**src/rtl/ifetch_ctrl.sv**
```systemverilog
// ifetch_ctrl: in-order, single-instruction fetch sequencer.
//
// This block issues fetch requests one instruction at a time, in order. Each
// response is written into the 48-entry instruction buffer as {instr, pc}.
// The number of requests in flight is limited by the free space in the buffer,
// so the buffer can never overflow. On a redirect, every request still in
// flight becomes stale. The block discards those responses, then restarts
// fetching at the redirect target.
//
// Ports
//   clock            : single clock, rising edge
//   reset_n          : asynchronous, active-low reset
//   fetch_enable     : level signal; allows new requests to issue
//   redirect_valid   : one-cycle pulse; flush and restart at redirect_target
//   redirect_target  : new fetch PC (4-byte aligned)
//   fetch_req_valid  : request offered to memory
//   fetch_req_ready  : memory accepts the request
//   fetch_req_addr   : PC of the offered request
//   fetch_resp_valid : in-order response, one per accepted request
//   fetch_resp_data  : instruction word of the response
//   ibuf_count       : current instruction-buffer occupancy
//   ibuf_write_en    : buffer write strobe (same cycle as the live response)
//   ibuf_data_in     : [95:64] instruction, [63:0] PC
//   outst_cnt        : accepted requests still waiting for a response
//   draining         : high while stale responses are being discarded
//
// Request handshake: a request transfers on a cycle where fetch_req_valid and
// fetch_req_ready are both high. Once fetch_req_valid is raised, it stays high
// and fetch_req_addr stays stable until the transfer happens. The only
// exception is a redirect, which may withdraw the offer. fetch_enable going
// low never withdraws a request that is already being offered.

module ifetch_ctrl #(
  parameter logic [63:0] PC_RESET   = 64'h8000_0000,
  parameter int          IBUF_DEPTH = 48,
  parameter int          MAX_OUTST  = 4
) (
  input  logic        clock,
  input  logic        reset_n,
  input  logic        fetch_enable,
  input  logic        redirect_valid,
  input  logic [63:0] redirect_target,
  output logic        fetch_req_valid,
  input  logic        fetch_req_ready,
  output logic [63:0] fetch_req_addr,
  input  logic        fetch_resp_valid,
  input  logic [31:0] fetch_resp_data,
  input  logic [5:0]  ibuf_count,
  output logic        ibuf_write_en,
  output logic [95:0] ibuf_data_in,
  output logic [2:0]  outst_cnt,
  output logic        draining
);

  localparam logic [2:0] OUTST_LIMIT = 3'(MAX_OUTST);
  localparam logic [6:0] DEPTH_LIMIT = 7'(IBUF_DEPTH);

  typedef enum logic [1:0] {
    IDLE  = 2'd0,
    FETCH = 2'd1,
    DRAIN = 2'd2
  } state_t;

  state_t      state;
  state_t      state_nxt;
  logic [63:0] fetch_pc;
  logic [63:0] resp_pc;
  logic [2:0]  outst;
  logic [2:0]  drop;

  logic [6:0]  credit_sum;
  logic        credit_ok;
  logic        fire;
  logic        live;
  logic        stale;
  logic [2:0]  outst_nxt;

  // A request is counted against the buffer from the moment it is accepted.
  // So buffer occupancy plus in-flight requests must leave room for one more
  // entry.
  assign credit_sum = {1'b0, ibuf_count} + {4'b0, outst};
  assign credit_ok  = (outst < OUTST_LIMIT) && (credit_sum < DEPTH_LIMIT);

  assign fetch_req_valid = (state == FETCH) && credit_ok;
  assign fetch_req_addr  = fetch_pc;
  assign fire            = fetch_req_valid && fetch_req_ready;

  assign outst_nxt = outst + {2'b0, fire} - {2'b0, fetch_resp_valid};

  // A response that arrives in the redirect cycle belongs to the old path.
  // The buffer is also clearing itself in that cycle, so nothing is written.
  assign live  = fetch_resp_valid && (drop == 3'd0) && !redirect_valid;
  assign stale = fetch_resp_valid && (drop != 3'd0);

  assign ibuf_write_en = live;
  assign ibuf_data_in  = live ? {fetch_resp_data, resp_pc} : 96'd0;
  assign outst_cnt     = outst;
  assign draining      = (state == DRAIN);

  always_ff @(posedge clock or negedge reset_n) begin
    if (!reset_n) begin
      state <= IDLE;
    end else begin
      state <= state_nxt;
    end
  end

  always_comb begin
    state_nxt = state;
    if (redirect_valid) begin
      state_nxt = DRAIN;
    end else begin
      case (state)
        IDLE: begin
          if (fetch_enable) state_nxt = FETCH;
        end
        FETCH: begin
          if (!fetch_enable && (!fetch_req_valid || fire)) state_nxt = IDLE;
        end
        DRAIN: begin
          if (drop == 3'd0) state_nxt = fetch_enable ? FETCH : IDLE;
        end
        default: state_nxt = IDLE;
      endcase
    end
  end

  always_ff @(posedge clock or negedge reset_n) begin
    if (!reset_n) begin
      fetch_pc <= PC_RESET;
      resp_pc  <= PC_RESET;
      outst    <= 3'd0;
      drop     <= 3'd0;
    end else begin
      outst <= outst_nxt;
      if (redirect_valid) begin
        // Everything still in flight after this edge belongs to the old path.
        // This includes a request accepted in this same cycle.
        fetch_pc <= redirect_target;
        resp_pc  <= redirect_target;
        drop     <= outst_nxt;
      end else begin
        if (fire)  fetch_pc <= fetch_pc + 64'd4;
        if (live)  resp_pc  <= resp_pc + 64'd4;
        if (stale) drop     <= drop - 3'd1;
      end
    end
  end

endmodule

```
**config.mk**
```make
export PLATFORM = sky130hd
export DESIGN_NAME = ifetch_ctrl
export DESIGN_NICKNAME = d
export VERILOG_FILES = /design/src/rtl/ifetch_ctrl.sv
export SDC_FILE = /design/constraint.sdc
export NUM_CORES = 1
export LEC_CHECK = 0
export BUFFER_PORTS_ARGS = -buffer_cell sky130_fd_sc_hd__buf_2
export CORE_MARGIN = 2
export CORE_UTILIZATION = 25
export CTS_CLUSTER_DIAMETER = 50
export DETAILED_ROUTE_END_ITERATION = 10
export GPL_TIMING_DRIVEN = 0
export PLACE_DENSITY_LB_ADDON = 0.2
export SLEW_MARGIN = 40
export SYNTH_ARGS = -nofsm -noshare
export SYNTH_HDL_FRONTEND = slang
export SYNTH_SLANG_ARGS = --single-unit
```
**constraint.sdc**
```tcl
create_clock -name clock -period 3.3 [get_ports clock]
set_clock_uncertainty 0.2 [all_clocks]
set_input_delay 0.33 -clock clock [delete_from_list [all_inputs] [get_ports clock]]
set_output_delay 0.33 -clock clock [all_outputs]
set_load 0.02 [all_outputs]
```
# Word-level counts from Yosys, hierarchy flattened
# Index checks and enable logic that the tools add are counted.
[op_classes] add_sub_neg=6 order_cmp=2 eq_ne=5 mux=13 n_reduce_logical=18
[op_table] op="two-way mux 64 bit" n=4
[op_table] op="adder 64 x 3 -> 64 bit (second input constant)" n=2
[op_table] op="two-way mux 96 bit" n=1
[op_table] op="two-way mux 2 bit" n=4
[op_table] op="adder 6 x 3 -> 7 bit" n=1
[op_table] op="logical AND 1 bit" n=7
[op_table] op="less-than comparator 7 x 6 -> 1 bit (second input constant)" n=1
[op_table] op="two-way mux 3 bit" n=2
[op_table] op="inequality test 3 x 2 -> 1 bit (second input constant)" n=2
[op_table] op="case mux 2 bit (3 select lines)" n=1
[op_table] op="nonzero test 2 bit" n=3
[op_table] op="adder 3 x 1 -> 3 bit" n=1
[op_table] op="logical NOT 1 bit" n=3
[op_table] op="logical NOT 3 bit" n=1
[op_table] op="less-than comparator 3 bit (second input constant)" n=1
[op_table] op="inequality test 3 bit (second input constant)" n=1
[op_table] op="AND reduction 3 bit" n=1
[op_table] op="nonzero test 3 bit" n=1
[op_table] op="subtractor 3 x 1 -> 3 bit" n=1
[op_table] op="subtractor 3 x 1 -> 3 bit (second input constant)" n=1
[op_table] op="== test 2 x 1 -> 1 bit (second input constant)" n=1
[op_table] op="== test 2 bit (second input constant)" n=1
[op_table] op="logical NOT 2 bit" n=1
[op_table] op="logical OR 1 bit" n=1
[op_table] op="two-way mux 1 bit" n=1
[word_totals] regBits=136 in_bits=108 word_cells=49

# Depth between registers and ports, before layout
[logic_depth] depth_word=10 ltp_mapped=13 depth_no_buf=13

# Worst setup path after synthesis
# Ideal clock, no wire load.
[synth_timing] kind="reg2reg" startpoint="register outst[2] (netlist: outst_cnt[2])" endpoint="register drop[2]" setup_time_ps=135 arrival_ps=3020 setup_slack_ps=-55 stages_incl_launch_ff=14 period_less_slack_ps=3355 cell_sequence="dfrtp_1 > ha_1 > a21oi_1 > a21oi_1 > nor2_1 > clkinv_1 > ha_1 > inv_1 > ha_1 > fa_1 > xor2_1 > xnor2_1 > nand2_1 > o21ai_0"
[synth_between] elab_chain_len=8
[synth_rtl] element="from (decl)" line_no="68" rtl="logic [2:0] outst;"
[synth_rtl] element="from (signal assigned)" line_no="135" rtl="outst <= outst_nxt;"
[synth_rtl] element="adder 6 x 3 -> 7 bit" line_no="81" rtl="assign credit_sum = {1'b0, ibuf_count} + {4'b0, outst};"
[synth_rtl] element="less-than comparator 7 x 6 -> 1 bit" line_no="82" rtl="assign credit_ok = (outst < OUTST_LIMIT) && (credit_sum < DEPTH_LIMIT);"
[synth_rtl] element="logical AND 1 bit" line_no="82"
[synth_rtl] element="logical AND 1 bit" line_no="84" rtl="assign fetch_req_valid = (state == FETCH) && credit_ok;"
[synth_rtl] element="logical AND 1 bit" line_no="86" rtl="assign fire = fetch_req_valid && fetch_req_ready;"
[synth_rtl] element="adder 3 x 1 -> 3 bit *" line_no="88" rtl="assign outst_nxt = outst + {2'b0, fire} - {2'b0, fetch_resp_valid};"
[synth_rtl] element="subtractor 3 x 1 -> 3 bit *" line_no="88"
[synth_rtl] element="net outst_nxt[2]" line_no="76" rtl="logic [2:0] outst_nxt;"
[synth_rtl] element="two-way mux 3 bit *" line_no="136" rtl="if (redirect_valid) begin"
[synth_rtl] element="to (signal assigned)" line_no="141" rtl="drop <= outst_nxt;"
[synth_rtl] element="to (signal assigned)" line_no="145" rtl="if (stale) drop <= drop - 3'd1;"
[synth_rtl] element="to (decl)" line_no="69" rtl="logic [2:0] drop;"
# Mark *: on every way through the listed nets, which the timed path passes. The rest lies on a longest branch.
# A chain may end at the register's enable or synchronous reset.

# Final worst setup path
# Ends and elaborated chain as after synthesis.

==> results.yml <==
outcome:
  status: "finished clean"
clocking:
  cts_tree: "built"
  cts_made_buffers: 17
  cts_root_buf: "clkbuf_16"
  clk_pin_slew_ns: 0.07
  htreeDepth: 4
  numClockSinks: 136
  clk_latency_ns: 0.44
  cts_buffer_depth: 2
die:
  boundaryPins: 274
  rows: 69
  die_area_mm2: 0.0373
  die_x_um: 193
  core-area_mm2: 0.0354
  fp.dieH_um: 193
  start_util_pct: 25.2
logic_synthesis:
  synth_top_cell_by_area: "dfrtp_1"
  yosysTopAreaCellShare_pct: 37.5
  avgSynthCellArea_um2: 8.54
  synth_ff_type: "dfrtp_1"
  synth.area.top_cells: "dfrtp_1 (38%), and2_1 (6.8%), nor2_1 (3.4%)"
  ys_types: 59
  syn-cell-area_mm2: 0.00894
  synth-edff-count: 0
  yosys_register_bits: 136
  yosysSeqAreaShare_pct: 38.1
  syn-num-nets: 1163
  syn_inst: 1046
  async_flop_share_pct: 100
  ys_warn_count: 0
critical_path:
  startpoint_type: "register"
  worstReg2RegStart: "outst_cnt[2]$_DFF_PN0_"
  rr_endpoint: "drop[2]$_DFFE_PN0P_"
  r2r_cells: 13
  crit_family: "adder cells"
  slowest_delay_ns: 0.44
  path_max_fanout: 10
  crit_buf_inv: 2
  timing.critical_path.cells: "ha_1, nand4_1, a21oi_4, nor2_4, inv_4, ha_1, inv_1, ha_1, fa_1, xor2_1, xnor2_1, nand2_1, o21ai_0"
  end_kind: "register"
  arrival_ns: 3.31
  critical_path_class: "register to register"
  cpMostUsedCell: "ha_1"
  r2r_setup_slack_ns: 0.15
  crit_path_start: "outst_cnt[2]$_DFF_PN0_"
  cp_slowest_cell: "dfrtp_1"
  critPathRequiredTime_ns: 3.46
timing:
  whs_ns: 0.00826
  period_share_pct: 95.5
  slew_headroom_pct: 41.0
  fin_crit_ns: 3.15
  setup_viol: 0
  fin_ws_ns: 0.149
  worstMarginPinSlew_ns: 0.885
  drv_slew: 0
  fin_setup_tns_ns: 0
  rsz0062_at_grt: "yes"
  hold_viol: 0
  fmax_mhz: 317
power_and_ir_drop:
  p_leak_nw: 5.05
  ir_drop_mv: 0.349
  p_per_area_mw_per_mm2: 487
detailed_routing:
  ant_nets: 0
  initialDrtViolationCount: 682
  viasPerCell: 5.36
  remaining_drc_errors: 0
  wl_per_cell_um: 21.9
  drt_first_pass_iters: 5
  drt_wl_total_um: 40500
  via_count: 9906
place:
  hpwl_um: 31300
  routabilityCongestion: 0.870
  dpl_worst_slack_ns: -0.629
  port_buffers: 273
global_routing:
  antenna_found_initial: 0
  grt_max_degree: 56
  grt_overflow: 0
  grt_pass1_wl_um: 59000
  first_global_vias: 9276
  grt_usage_pct: 21.4
hold_path:
  worstHoldPathType: "input pin to register"
  hold_depth: 3
  hold_end: "resp_pc[28]$_DFFE_PN0N_"
  min_from: "redirect_target[28]"
finish:
  nets: 1489
  area_growth_pct: 34.3
  final_common_cell: "buf_2"
  drive_above_1_share_pct: 26.6
  fillers: 3790
  final_cell_mix: "buf_2 (275), dfrtp_1 (134), and2_1 (97), nor2_1 (79), nand2_1 (61)"
job:
  drv_cap: 0
-- tightest hold or removal path, stage by stage --
cell     delay (ns)
buf_2          0.10
nor2_1         0.06
a21oi_1        0.11
-- synthesized netlist by cell type (14+ instances only) --
cell type  number
dfrtp_1       134
and2_1         97
nor2_1         81
nand2_1        61
clkbuf_1       59
nor3_1         56
nand3_1        52
nor4_1         45
nand4_1        38
a211oi_1       37
and4_1         31
xnor2_1        29
a21oi_1        28
and3_1         28
a31oi_1        25
o31ai_1        25
o21ai_0        22
or3_1          19
a311oi_1       18
inv_1          15
mux2_2         15
nand2b_1       15
nor2b_1        14
or4_1          14
-- per-layer routing --
layer	vias up	part of all wire, %	global-route usage [%]
met3	56	7.3	4.14
met4	0	2.6	7.05
met5	-	0	0
met2	446	47	35.2
li1	4582	-	-
met1	4822	44	28.4
-- logic make-up (layout without fill, tap and decap cells) --
| logic type | Yosys count | in the layout | synth area share, % |
|---|---|---|---|
| adders and majority gates | 9 | 9 | 1.34 |
| DFF | 136 | 136 | 38.1 |
| and+or+nand+nor | 570 | 570 | 36.0 |
| muxes | 16 | 16 | 2.00 |
| buffers and inverters | 86 | 425 | 3.79 |
| other | 0 | 1 | 0 |
| xor gates and xnor gates | 42 | 42 | 4.12 |
| AOI/OAI and AO/OA | 187 | 187 | 14.6 |
-- stage by stage --
step | utilization (%) | power (W) | std cells | instance area [um2]
3_3_place_gp | 30.7 | 0.00368 | 1780 | 10900
2_1_floorplan | - | 0.00304 | 1046 | 8940
3_5_place_dp | 31.1 | 0.00373 | 1784 | 11000
5_1_grt | 33.9 | 0.00613 | 1846 | 12000
6_report | 33.9 | 0.00584 | 1847 | 12000
4_1_cts | 33.8 | 0.00586 | 1845 | 12000
-- worst max-delay path by stage --
stage                                      to  slack, ns  cells after the start
after floorplan           drop[2]$_DFFE_PN0P_       0.05                     13
after global placement       ibuf_data_in[12]      -0.89                      7
after detailed placement  drop[2]$_DFFE_PN0P_      -0.63                     12
after CTS                 drop[2]$_DFFE_PN0P_      -0.05                     13
after global routing      drop[2]$_DFFE_PN0P_      -0.04                     13
final                     drop[2]$_DFFE_PN0P_       0.15                     13
-- timing repair --
action	4_1_cts	5_1_grt
endpoints found under the hold margin	173	0
pin swaps	3	2
buffers inserted	4	1
setup endpoints to repair	107	61
resized for setup	5	20
hold buffers	26	0
-- sequential cells by signal, summed over array words and instances, names as in the netlist --
signal,count
drop,3
resp_pc,64
outst_cnt,3
state,2
fetch_req_addr,64
-- power breakdown --
part | switching [W] | leakage, nW | internal, W
Combinational | 0.000982 | 3.20 | 0.000605
Clock | 0.000828 | 0.288 | 0.00127
Sequential | 0.000287 | 1.57 | 0.00188
-- area by class of cell --
| cell class | count | area [um2] | share of cell area, % |
|---|---|---|---|
| Antenna cell | 1 | 2.50 | 0.0208 |
| Buffer | 68 | 288 | 2.40 |
| Clock buffer | 17 | 425 | 3.54 |
| Clock inverter | 15 | 201 | 1.68 |
| Inverter | 17 | 66.3 | 0.552 |
| Multi-Input combinational cell | 824 | 5280 | 44.0 |
| Sequential cell | 136 | 3410 | 28.4 |
| Tap cell | 461 | 577 | 4.80 |
| Timing Repair Buffer | 308 | 1760 | 14.7 |
Note: power is estimated with default switching activity, not from simulation.
